## config.mk

```make
export PLATFORM = sky130hd
export DESIGN_NAME = mem_arbiter
export DESIGN_NICKNAME = d
export VERILOG_FILES = /design/src/rtl/mem_arb_pkg.sv /design/src/rtl/mem_arb_grant.sv /design/src/rtl/mem_arbiter.sv
export SDC_FILE = /design/constraint.sdc
export NUM_CORES = 1
export LEC_CHECK = 0
export ABC_AREA = 0
export CAP_MARGIN = 20
export CORE_AREA = 2 2 227 229
export DETAILED_ROUTE_END_ITERATION = 12
export DIE_AREA = 0 0 229 231
export PLACE_DENSITY = 0.6
export REMOVE_ABC_BUFFERS = 1
export SYNTH_ARGS = -nofsm -noshare
export SYNTH_HDL_FRONTEND = slang
export SYNTH_SLANG_ARGS = --single-unit
export TNS_END_PERCENT = 20
```

## constraint.sdc

```tcl
create_clock -name clk -period 9.3 [get_ports clk]
set_input_delay 1.86 -clock clk [delete_from_list [all_inputs] [get_ports clk]]
set_output_delay 1.86 -clock clk [all_outputs]
set_load 0.05 [all_outputs]
```

## src/rtl/mem_arb_pkg.sv

```systemverilog
// Shared types and constants for the two-port memory arbiter.
// Optional ack timeout is enabled with MEM_ARB_TIMEOUT_EN (see mem_arbiter).
package mem_arb_pkg;

    typedef enum logic [1:0] {
        IDLE   = 2'd0,
        BUSY_I = 2'd1,
        BUSY_D = 2'd2,
        RESP   = 2'd3
    } mem_arb_state_t;

    localparam logic PORT_I = 1'b0;
    localparam logic PORT_D = 1'b1;

    // Default bus widths, matching the core's AddrBus/DataBus.
    localparam int ADDR_BUS_W = 64;
    localparam int DATA_BUS_W = 64;

    // dcache wins unless both ports want the bus and dcache had the last turn.
    function automatic logic pick_dcache(input logic icache_valid,
                                         input logic dcache_valid,
                                         input logic last_d);
        return dcache_valid && !(icache_valid && last_d);
    endfunction

endpackage

```

## src/rtl/mem_arb_grant.sv

```systemverilog
// Combinational priority / round-robin picker between the icache and dcache ports.
module mem_arb_grant
    import mem_arb_pkg::*;
(
    input  logic icache_valid,
    input  logic dcache_valid,
    input  logic last_d,
    output logic grant,
    output logic port
);

    assign grant = icache_valid | dcache_valid;
    assign port  = pick_dcache(icache_valid, dcache_valid, last_d) ? PORT_D : PORT_I;

endmodule

```

## src/rtl/mem_arbiter.sv

```systemverilog
// Serialises icache and dcache requests onto one req/ack memory bus.
// Define MEM_ARB_TIMEOUT_EN to abort stalled transactions after TIMEOUT_CYCLES and raise mem_err_o.
//
//   state  | meaning
//   IDLE   | waiting for a request, arbitrates and launches mem_req_o
//   BUSY_I | icache transaction outstanding on the memory bus
//   BUSY_D | dcache transaction outstanding on the memory bus
//   RESP   | one-cycle completion pulse to the granted port, requests ignored
module mem_arbiter
    import mem_arb_pkg::*;
#(
    parameter int ADDR_W         = ADDR_BUS_W,
    parameter int DATA_W         = DATA_BUS_W,
    parameter int TIMEOUT_CYCLES = 256
) (
    input  logic              clk,
    input  logic              rst,

    input  logic              icache_req_valid_i,
    input  logic [ADDR_W-1:0] icache_addr_i,
    input  logic              icache_data_wen_i,
    input  logic [DATA_W-1:0] icache_data_i,
    output logic              icache_data_valid_o,
    output logic [DATA_W-1:0] icache_data_o,

    input  logic              dcache_req_valid_i,
    input  logic [ADDR_W-1:0] dcache_addr_i,
    input  logic              dcache_data_wen_i,
    input  logic [DATA_W-1:0] dcache_data_i,
    output logic              dcache_data_valid_o,
    output logic [DATA_W-1:0] dcache_data_o,

    output logic              mem_req_o,
    output logic [ADDR_W-1:0] mem_addr_o,
    output logic              mem_wen_o,
    output logic [DATA_W-1:0] mem_wdata_o,
    input  logic              mem_ack_i,
    input  logic [DATA_W-1:0] mem_rdata_i,
    output logic              mem_err_o
);

    if (TIMEOUT_CYCLES < 1) begin : g_bad_timeout
        $error("mem_arbiter: TIMEOUT_CYCLES must be at least 1");
    end

    mem_arb_state_t    state;
    logic              last_d;
    logic              grant;
    logic              grant_port;
    logic              rsp_fire;
    logic [DATA_W-1:0] rsp_data;

    mem_arb_grant u_grant (
        .icache_valid (icache_req_valid_i),
        .dcache_valid (dcache_req_valid_i),
        .last_d       (last_d),
        .grant        (grant),
        .port         (grant_port)
    );

`ifdef MEM_ARB_TIMEOUT_EN
    localparam int CNT_W = $clog2(TIMEOUT_CYCLES) + 1;
    localparam logic [CNT_W-1:0] CNT_LIMIT = CNT_W'(TIMEOUT_CYCLES - 1);

    logic [CNT_W-1:0] busy_cnt;
    logic             timeout_hit;
`else
    assign mem_err_o = 1'b0;
`endif

    // A real ack always beats a timeout landing on the same cycle.
    always_comb begin
        rsp_fire = mem_ack_i;
        rsp_data = mem_rdata_i;
`ifdef MEM_ARB_TIMEOUT_EN
        timeout_hit = !mem_ack_i && (busy_cnt == CNT_LIMIT);
        if (timeout_hit) begin
            rsp_fire = 1'b1;
            rsp_data = '0;
        end
`endif
    end

    always_ff @(posedge clk or posedge rst) begin
        if (rst) begin
            state               <= IDLE;
            last_d              <= 1'b0;
            mem_req_o           <= 1'b0;
            mem_addr_o          <= '0;
            mem_wen_o           <= 1'b0;
            mem_wdata_o         <= '0;
            icache_data_valid_o <= 1'b0;
            icache_data_o       <= '0;
            dcache_data_valid_o <= 1'b0;
            dcache_data_o       <= '0;
`ifdef MEM_ARB_TIMEOUT_EN
            busy_cnt            <= '0;
            mem_err_o           <= 1'b0;
`endif
        end else begin
            icache_data_valid_o <= 1'b0;
            dcache_data_valid_o <= 1'b0;

            case (state)
                IDLE: begin
                    if (grant) begin
                        mem_req_o <= 1'b1;
                        last_d    <= (grant_port == PORT_D);
`ifdef MEM_ARB_TIMEOUT_EN
                        busy_cnt  <= '0;
`endif
                        if (grant_port == PORT_D) begin
                            mem_addr_o  <= dcache_addr_i;
                            mem_wen_o   <= dcache_data_wen_i;
                            mem_wdata_o <= dcache_data_i;
                            state       <= BUSY_D;
                        end else begin
                            mem_addr_o  <= icache_addr_i;
                            mem_wen_o   <= icache_data_wen_i;
                            mem_wdata_o <= icache_data_i;
                            state       <= BUSY_I;
                        end
                    end
                end

                BUSY_I, BUSY_D: begin
                    if (rsp_fire) begin
                        mem_req_o <= 1'b0;
                        state     <= RESP;
                        if (state == BUSY_I) begin
                            icache_data_o       <= rsp_data;
                            icache_data_valid_o <= 1'b1;
                        end else begin
                            dcache_data_o       <= rsp_data;
                            dcache_data_valid_o <= 1'b1;
                        end
`ifdef MEM_ARB_TIMEOUT_EN
                        if (timeout_hit) begin
                            mem_err_o <= 1'b1;
                        end
`endif
                    end
`ifdef MEM_ARB_TIMEOUT_EN
                    else begin
                        busy_cnt <= busy_cnt + 1'b1;
                    end
`endif
                end

                // Requests are deliberately not sampled here so the core can drop them.
                RESP: begin
                    state <= IDLE;
                end

                default: begin
                    state <= IDLE;
                end
            endcase
        end
    end

endmodule

```

==> results of run 1 <==
-- cells by family (layout without fill, tap and decap cells) --
kind of cell	count (synthesis)	count (layout)	synth area share
and+or+nand+nor	391	391	0.135
DFF	263	263	0.602
AOI/OAI and AO/OA	138	138	0.0804
muxes	131	131	0.135
buffers and inverters	79	655	0.0441
adders and majority gates	3	3	0.00344
other	1	7	0.000343
-- sequential cells by signal (all words and copies together), names as in the netlist --
signal / cells
mem_req_o: 1
dcache_data_o: 64
state: 2
icache_data_o: 64
mem_wen_o: 1
mem_addr_o: 64
last_d: 1
mem_wdata_o: 64
dcache_data_valid_o: 1
icache_data_valid_o: 1
-- report_power, final --
| group | leakage, nW | total, mW | internal [mW] | switching [mW] |
|---|---|---|---|---|
| Combinational | 3.96 | 4.68 | 1.63 | 3.06 |
| Clock | 0.516 | 1.24 | 0.752 | 0.493 |
| Sequential | 3.02 | 2.04 | 1.74 | 0.304 |
| Total | 7.49 | 7.97 | 4.12 | 3.85 |
-- cell type report --
| cell class | instances | area [um2] | area share |
|---|---|---|---|
| Tap cell | 680 | 851 | 0.0463 |
| Timing Repair Buffer | 593 | 5940 | 0.324 |
| Multi-Input combinational cell | 664 | 3890 | 0.212 |
| Antenna cell | 6 | 15.0 | 0.000818 |
| Sequential cell | 263 | 6580 | 0.358 |
| Inverter | 7 | 33.8 | 0.00184 |
| Clock inverter | 14 | 160 | 0.00872 |
| Clock buffer | 41 | 893 | 0.0486 |
-- critical path, cell delays in order --
cell and delay [ns]:
clkdlybuf4s50_1 0.59, a21boi_4 0.42, buf_4 0.49, buf_4 0.76, nand2_1 0.15, a31oi_1 0.21
-- path summary, 6_finish.rpt --
check / endpoint / cells after the start / slack (ns) / startpoint
min: icache_data_o[18] / 1 / 0.50 / icache_data_o[18]
max: mem_wdata_o[26] / 6 / 5.16 / dcache_req_valid_i
max in group asynchronous: mem_wdata_o[5] / 3 / 6.15 / rst
min reg2reg: icache_data_o[18] / 1 / 0.50 / icache_data_o[18]
min in group asynchronous: mem_addr_o[63] / 2 / 1.80 / rst
max reg2reg: mem_wdata_o[26] / 5 / 6.65 / last_d
-- cell usage after synthesis, drive strengths merged --
master	n	area, um2
a21oi	2	10.0
nand3b	1	7.51
o21a	1	7.51
buf	68	440
nor2	131	492
inv	7	26.3
ha	3	37.5
a21bo	1	10.0
a31oi	130	813
dfrtp	263	6580
conb	1	3.75
o2bb2ai	1	8.76
clkbuf	4	15.0
o31ai	1	7.51
mux2i	2	20.0
o32a	1	10.0
a21boi	1	11.3
nand2	259	972
mux2	129	1450
-- per-stage QoR --
stage,util,cells,hold WS (ns)
after floorplan,-,934,0.502
after global placement,0.341,2207,0.486
after detailed placement,0.341,2207,0.491
after CTS,0.362,2262,0.505
after global routing,0.362,2266,0.511
final,0.362,2268,0.502
-- per-layer routing --
layer / routed length (um) / global-route usage
met1: 15400 / 0.159
met2: 20500 / 0.263
met3: 3750 / 0.0506
met4: 979 / 0.0491
met5: 0 / 0
==> results.py, run 1 <==
metrics = {
    "run_status": {
        "status": "finished, final reports clean",
    },
    "drt": {
        "num_vias": 9549,
        "remaining_drc_errors": 0,
        "wl_mm": 40.6,
        "ant_nets": 0,
        "viasPerCell": 4.21,
        "drt-wirelength-per-cell_um": 17.9,
        "drtIter0Drc": 474,
        "firstDrtPassIters": 7,
    },
    "placement": {
        "place_congestion": 0.826,
        "placed_cell_area_mm2": 0.0173,
        "port_buffers": 586,
        "pre_cts_slack_ns": 4.56,
        "hpwl_mm": 30.4,
    },
    "floorplan": {
        "die_y_um": 231,
        "io_pins": 588,
        "start_util": 0.216,
        "die_x_um": 229,
        "coreArea_mm2": 0.0507,
        "die_area_mm2": 0.0529,
        "num_rows": 83,
    },
    "final_layout": {
        "area_growth_pct": 68.1,
        "drive_above_1_share": 0.123,
        "nets": 1889,
        "nFillCells": 5181,
        "final_cell_mix": "clkdlybuf4s50_1, dfrtp_1, nand2_1, nor2_1, a31oi_1",
        "design_area_mm2": 0.0184,
        "final_common_cell": "clkdlybuf4s50_1",
    },
    "critical_path": {
        "path_class": "in -> reg",
        "crit_arrival_ns": 4.62,
        "end_kind": "register",
        "cp.required_ns": 9.78,
        "crit_fanout": 81,
        "cp-start-kind": "input port",
    },
    "sta": {
        "finalSetupViolCount": 0,
        "worstMarginPinSlew_ns": 1.06,
        "tns_ns": 0,
        "period_minus_slack_ns": 4.14,
        "rsz0062_at_grt": "no",
        "finalHoldViolations": 0,
        "fin_ws_ns": 5.16,
        "skew_ns": 0.00921,
        "period_share": 0.446,
        "slew_violations": 0,
        "slew_headroom": 0.294,
        "fmaxAchievable_ghz": 0.241,
    },
    "min_path": {
        "hold_class": "reg -> reg",
    },
    "synthesis": {
        "ys_ff_latch": 263,
        "synth_warnings": 0,
        "ys_types": 21,
        "yosysSeqAreaShare": 0.602,
        "netlist_area_mm2": 0.0109,
        "synth.avg_cell_area_um2": 10.9,
        "syn_inst": 1006,
    },
    "clocking": {
        "clk_pin_slew_worst_paths_ns": 0.06,
        "hold_buffers": 0,
        "cts_inserted_buffers": 30,
        "cts_sinks": 263,
        "cts_resized": 0,
        "htree_levels": 1,
        "cts_setup_buffers": 0,
        "cts_tree": "done",
        "cts_buffer_depth": 3,
        "cts_root_buffer": "clkbuf_16",
        "clock_latency_ns": 0.57,
    },
    "global_route": {
        "track_usage": 0.146,
        "grt_max_degree": 220,
        "grt_pass1_vias": 9656,
        "antenna_found_initial": 7,
        "overflow": 0,
        "grt_pass1_wl_mm": 59.5,
    },
    "power_and_ir_drop": {
        "power_mw": 7.97,
        "irDropWorstVdd_mv": 0.177,
        "cellPowerDensity_mw_per_mm2": 434,
        "leakage_nw": 7.49,
    },
    "flow_run": {
        "cap_violations": 0,
    },
}
No activity file was read; power rests on OpenSTA's default activity.
==> run 2, diff against run 1 <==
--- a/config.mk
+++ b/config.mk
@@ -10,7 +10,7 @@
 export CORE_AREA = 2 2 227 229
 export DETAILED_ROUTE_END_ITERATION = 12
 export DIE_AREA = 0 0 229 231
-export PLACE_DENSITY = 0.6
+export PLACE_DENSITY = 0.59
 export REMOVE_ABC_BUFFERS = 1
 export SYNTH_ARGS = -nofsm -noshare
 export SYNTH_HDL_FRONTEND = slang
==> constraint.sdc (replaced) <==
create_clock -name clk -period 4.29 [get_ports clk]
set_input_delay 0.858 -clock clk [delete_from_list [all_inputs] [get_ports clk]]
set_output_delay 0.858 -clock clk [all_outputs]
set_load 0.05 [all_outputs]
==> run 2 against run 1 <==
Global-route usage is 0.085 points lower. Sequential power grew 120%. Clock power increased by 130%. First-iteration DRC count is 6.3% lower. Count of clock-buffer cells in the layout unchanged. Flip-flop and latch count did not move. Via count rose by 1.1%. Wire length down 1.0%. Largest cell class unchanged.
==> results.py, run 2 (synthesis results as in run 1) <==
metrics = {
    "clocking": {
        "cts_resized": 0,
        "cts_tree": "done",
        "clk_pin_slew_worst_paths_ns": 0.06,
        "clock_latency_ns": 0.55,
        "cts_root_buffer": "clkbuf_16",
        "cts_inserted_buffers": 30,
        "htree_levels": 1,
        "cts_setup_buffers": 0,
        "hold_buffers": 0,
        "cts_buffer_depth": 3,
        "cts_sinks": 263,
    },
    "critical_path": {
        "crit_family": "buffers and inverters",
        "r2r_slack_ns": 2.14,
        "cp-start-kind": "register",
        "slowest_stage": "clkdlybuf4s50_1",
        "cp.required_ns": 3.43,
        "crit_buf_inv": 1,
        "end_kind": "output pin",
        "crit_fanout": 2,
        "crit_arrival_ns": 1.92,
        "slowest_delay_ns": 0.99,
        "worstPathCellList": "clkdlybuf4s50_1",
        "path_class": "reg -> out",
    },
    "sta": {
        "period_share": 0.647,
        "slew_headroom": 0.472,
        "finalHoldViolations": 0,
        "finalSetupViolCount": 0,
        "rsz0062_at_grt": "no",
        "worstMarginPinSlew_ns": 0.790,
        "fmaxAchievable_ghz": 0.360,
        "tns_ns": 0,
        "period_minus_slack_ns": 2.77,
        "slew_violations": 0,
        "skew_ns": 0.00591,
        "hold_slack_ns": 0.502,
    },
    "floorplan": {
        "num_rows": 83,
        "io_pins": 588,
        "die_x_um": 229,
        "start_util": 0.216,
        "coreArea_mm2": 0.0507,
        "die_area_mm2": 0.0529,
        "die_y_um": 231,
    },
    "run_status": {
        "status": "finished, final reports clean",
    },
    "global_route": {
        "overflow": 0,
        "grt_pass1_wl_mm": 59.5,
        "antenna_found_initial": 4,
        "track_usage": 0.145,
        "grt_pass1_vias": 9919,
        "grt_max_degree": 99,
    },
    "placement": {
        "hpwl_mm": 30.7,
        "place_congestion": 0.814,
        "port_buffers": 586,
        "placed_cell_area_mm2": 0.0175,
    },
    "drt": {
        "wl_mm": 40.2,
        "viasPerCell": 4.24,
        "drt-wirelength-per-cell_um": 17.7,
        "drtIter0Drc": 444,
        "remaining_drc_errors": 0,
        "ant_nets": 0,
        "num_vias": 9652,
        "firstDrtPassIters": 5,
    },
    "final_layout": {
        "final_cell_mix": "clkdlybuf4s50_1, dfrtp_1, nand2_1, nor2_1, a31oi_1",
        "nets": 1899,
        "final_common_cell": "clkdlybuf4s50_1",
        "design_area_mm2": 0.0186,
        "post-route-util": 0.367,
        "area_growth_pct": 70.2,
        "drive_above_1_share": 0.127,
    },
    "flow_run": {
        "cap_violations": 0,
    },
    "power_and_ir_drop": {
        "p_comb_frac": 0.583,
        "clkPwrFrac": 0.163,
        "sw_frac_of_total": 0.477,
        "leakage_nw": 7.61,
        "seqPwrFrac": 0.254,
        "irDropWorstVdd_mv": 0.377,
        "p_sw_mw": 8.37,
        "cellPowerDensity_mw_per_mm2": 943,
        "p_int_mw": 9.18,
    },
    "min_path": {
        "hold_class": "reg -> reg",
    },
}
==> run 2: cell types whose count changed in the layout (fill, tap and decap cells not counted), moves of 2 or more <==
cell and delta:
clkbuf_8 -3, buf_12 +8, bufinv_16 +4, diode_2 -4, clkbuf_1 +3, buf_4 +2, clkinvlp_4 -2
==> run 2: path summary, 6_finish.rpt <==
kind / start / endpoint / cells after the start
worst max-delay path: mem_wdata_o[3] / mem_wdata_o[3] / 1
worst min register to register: dcache_data_o[0] / dcache_data_o[0] / 1
worst min-delay path: dcache_data_o[0] / dcache_data_o[0] / 1
worst max register to register: state[0] / mem_wdata_o[25] / 6
max in group asynchronous: rst / mem_wdata_o[11] / 3
min in group asynchronous: rst / mem_addr_o[3] / 2
==> run 2: power by group through the flow <==
| stage | registers, mW | clock network, mW | logic (mW) |
|---|---|---|---|
| after floorplan | 8.77 | 0 | 2.32 |
| after global placement | 4.43 | 0 | 10.3 |
| after detailed placement | 4.50 | 0 | 10.3 |
| after CTS | 4.46 | 2.96 | 10.4 |
| after global routing | 4.61 | 3.06 | 10.7 |
| final | 4.45 | 2.87 | 10.2 |
==> run 2: per-stage QoR <==
stage	std cells	power (mW)	worst slack, ns
6_report	2275	17.5	1.52
4_1_cts	2273	17.8	1.45
2_1_floorplan	934	11.1	-3.81
3_3_place_gp	2217	14.7	1.32
3_5_place_dp	2217	14.8	1.26
5_1_grt	2275	18.4	1.45
==> run 2: area by class of cell <==
cell class                 count  area (um2)
sequential                   263        6580
clock inverter                15         260
inverter                       7        33.8
fill                        5138       32100
timing repair buffer         603        6120
multi-input combinational    664        3890
clock buffer                  41         863
tap                          680         851
antenna                        2        5.00
==> run 2: per-layer routing <==
| metal | wire length (um) | vias to the layer above | track usage |
|---|---|---|---|
| li1 | - | 4520 | - |
| met4 | 1670 | 2 | 0.0631 |
| met1 | 15800 | 4612 | 0.169 |
| met2 | 19100 | 442 | 0.245 |
| met5 | 13 | - | 0 |
| met3 | 3570 | 76 | 0.0453 |
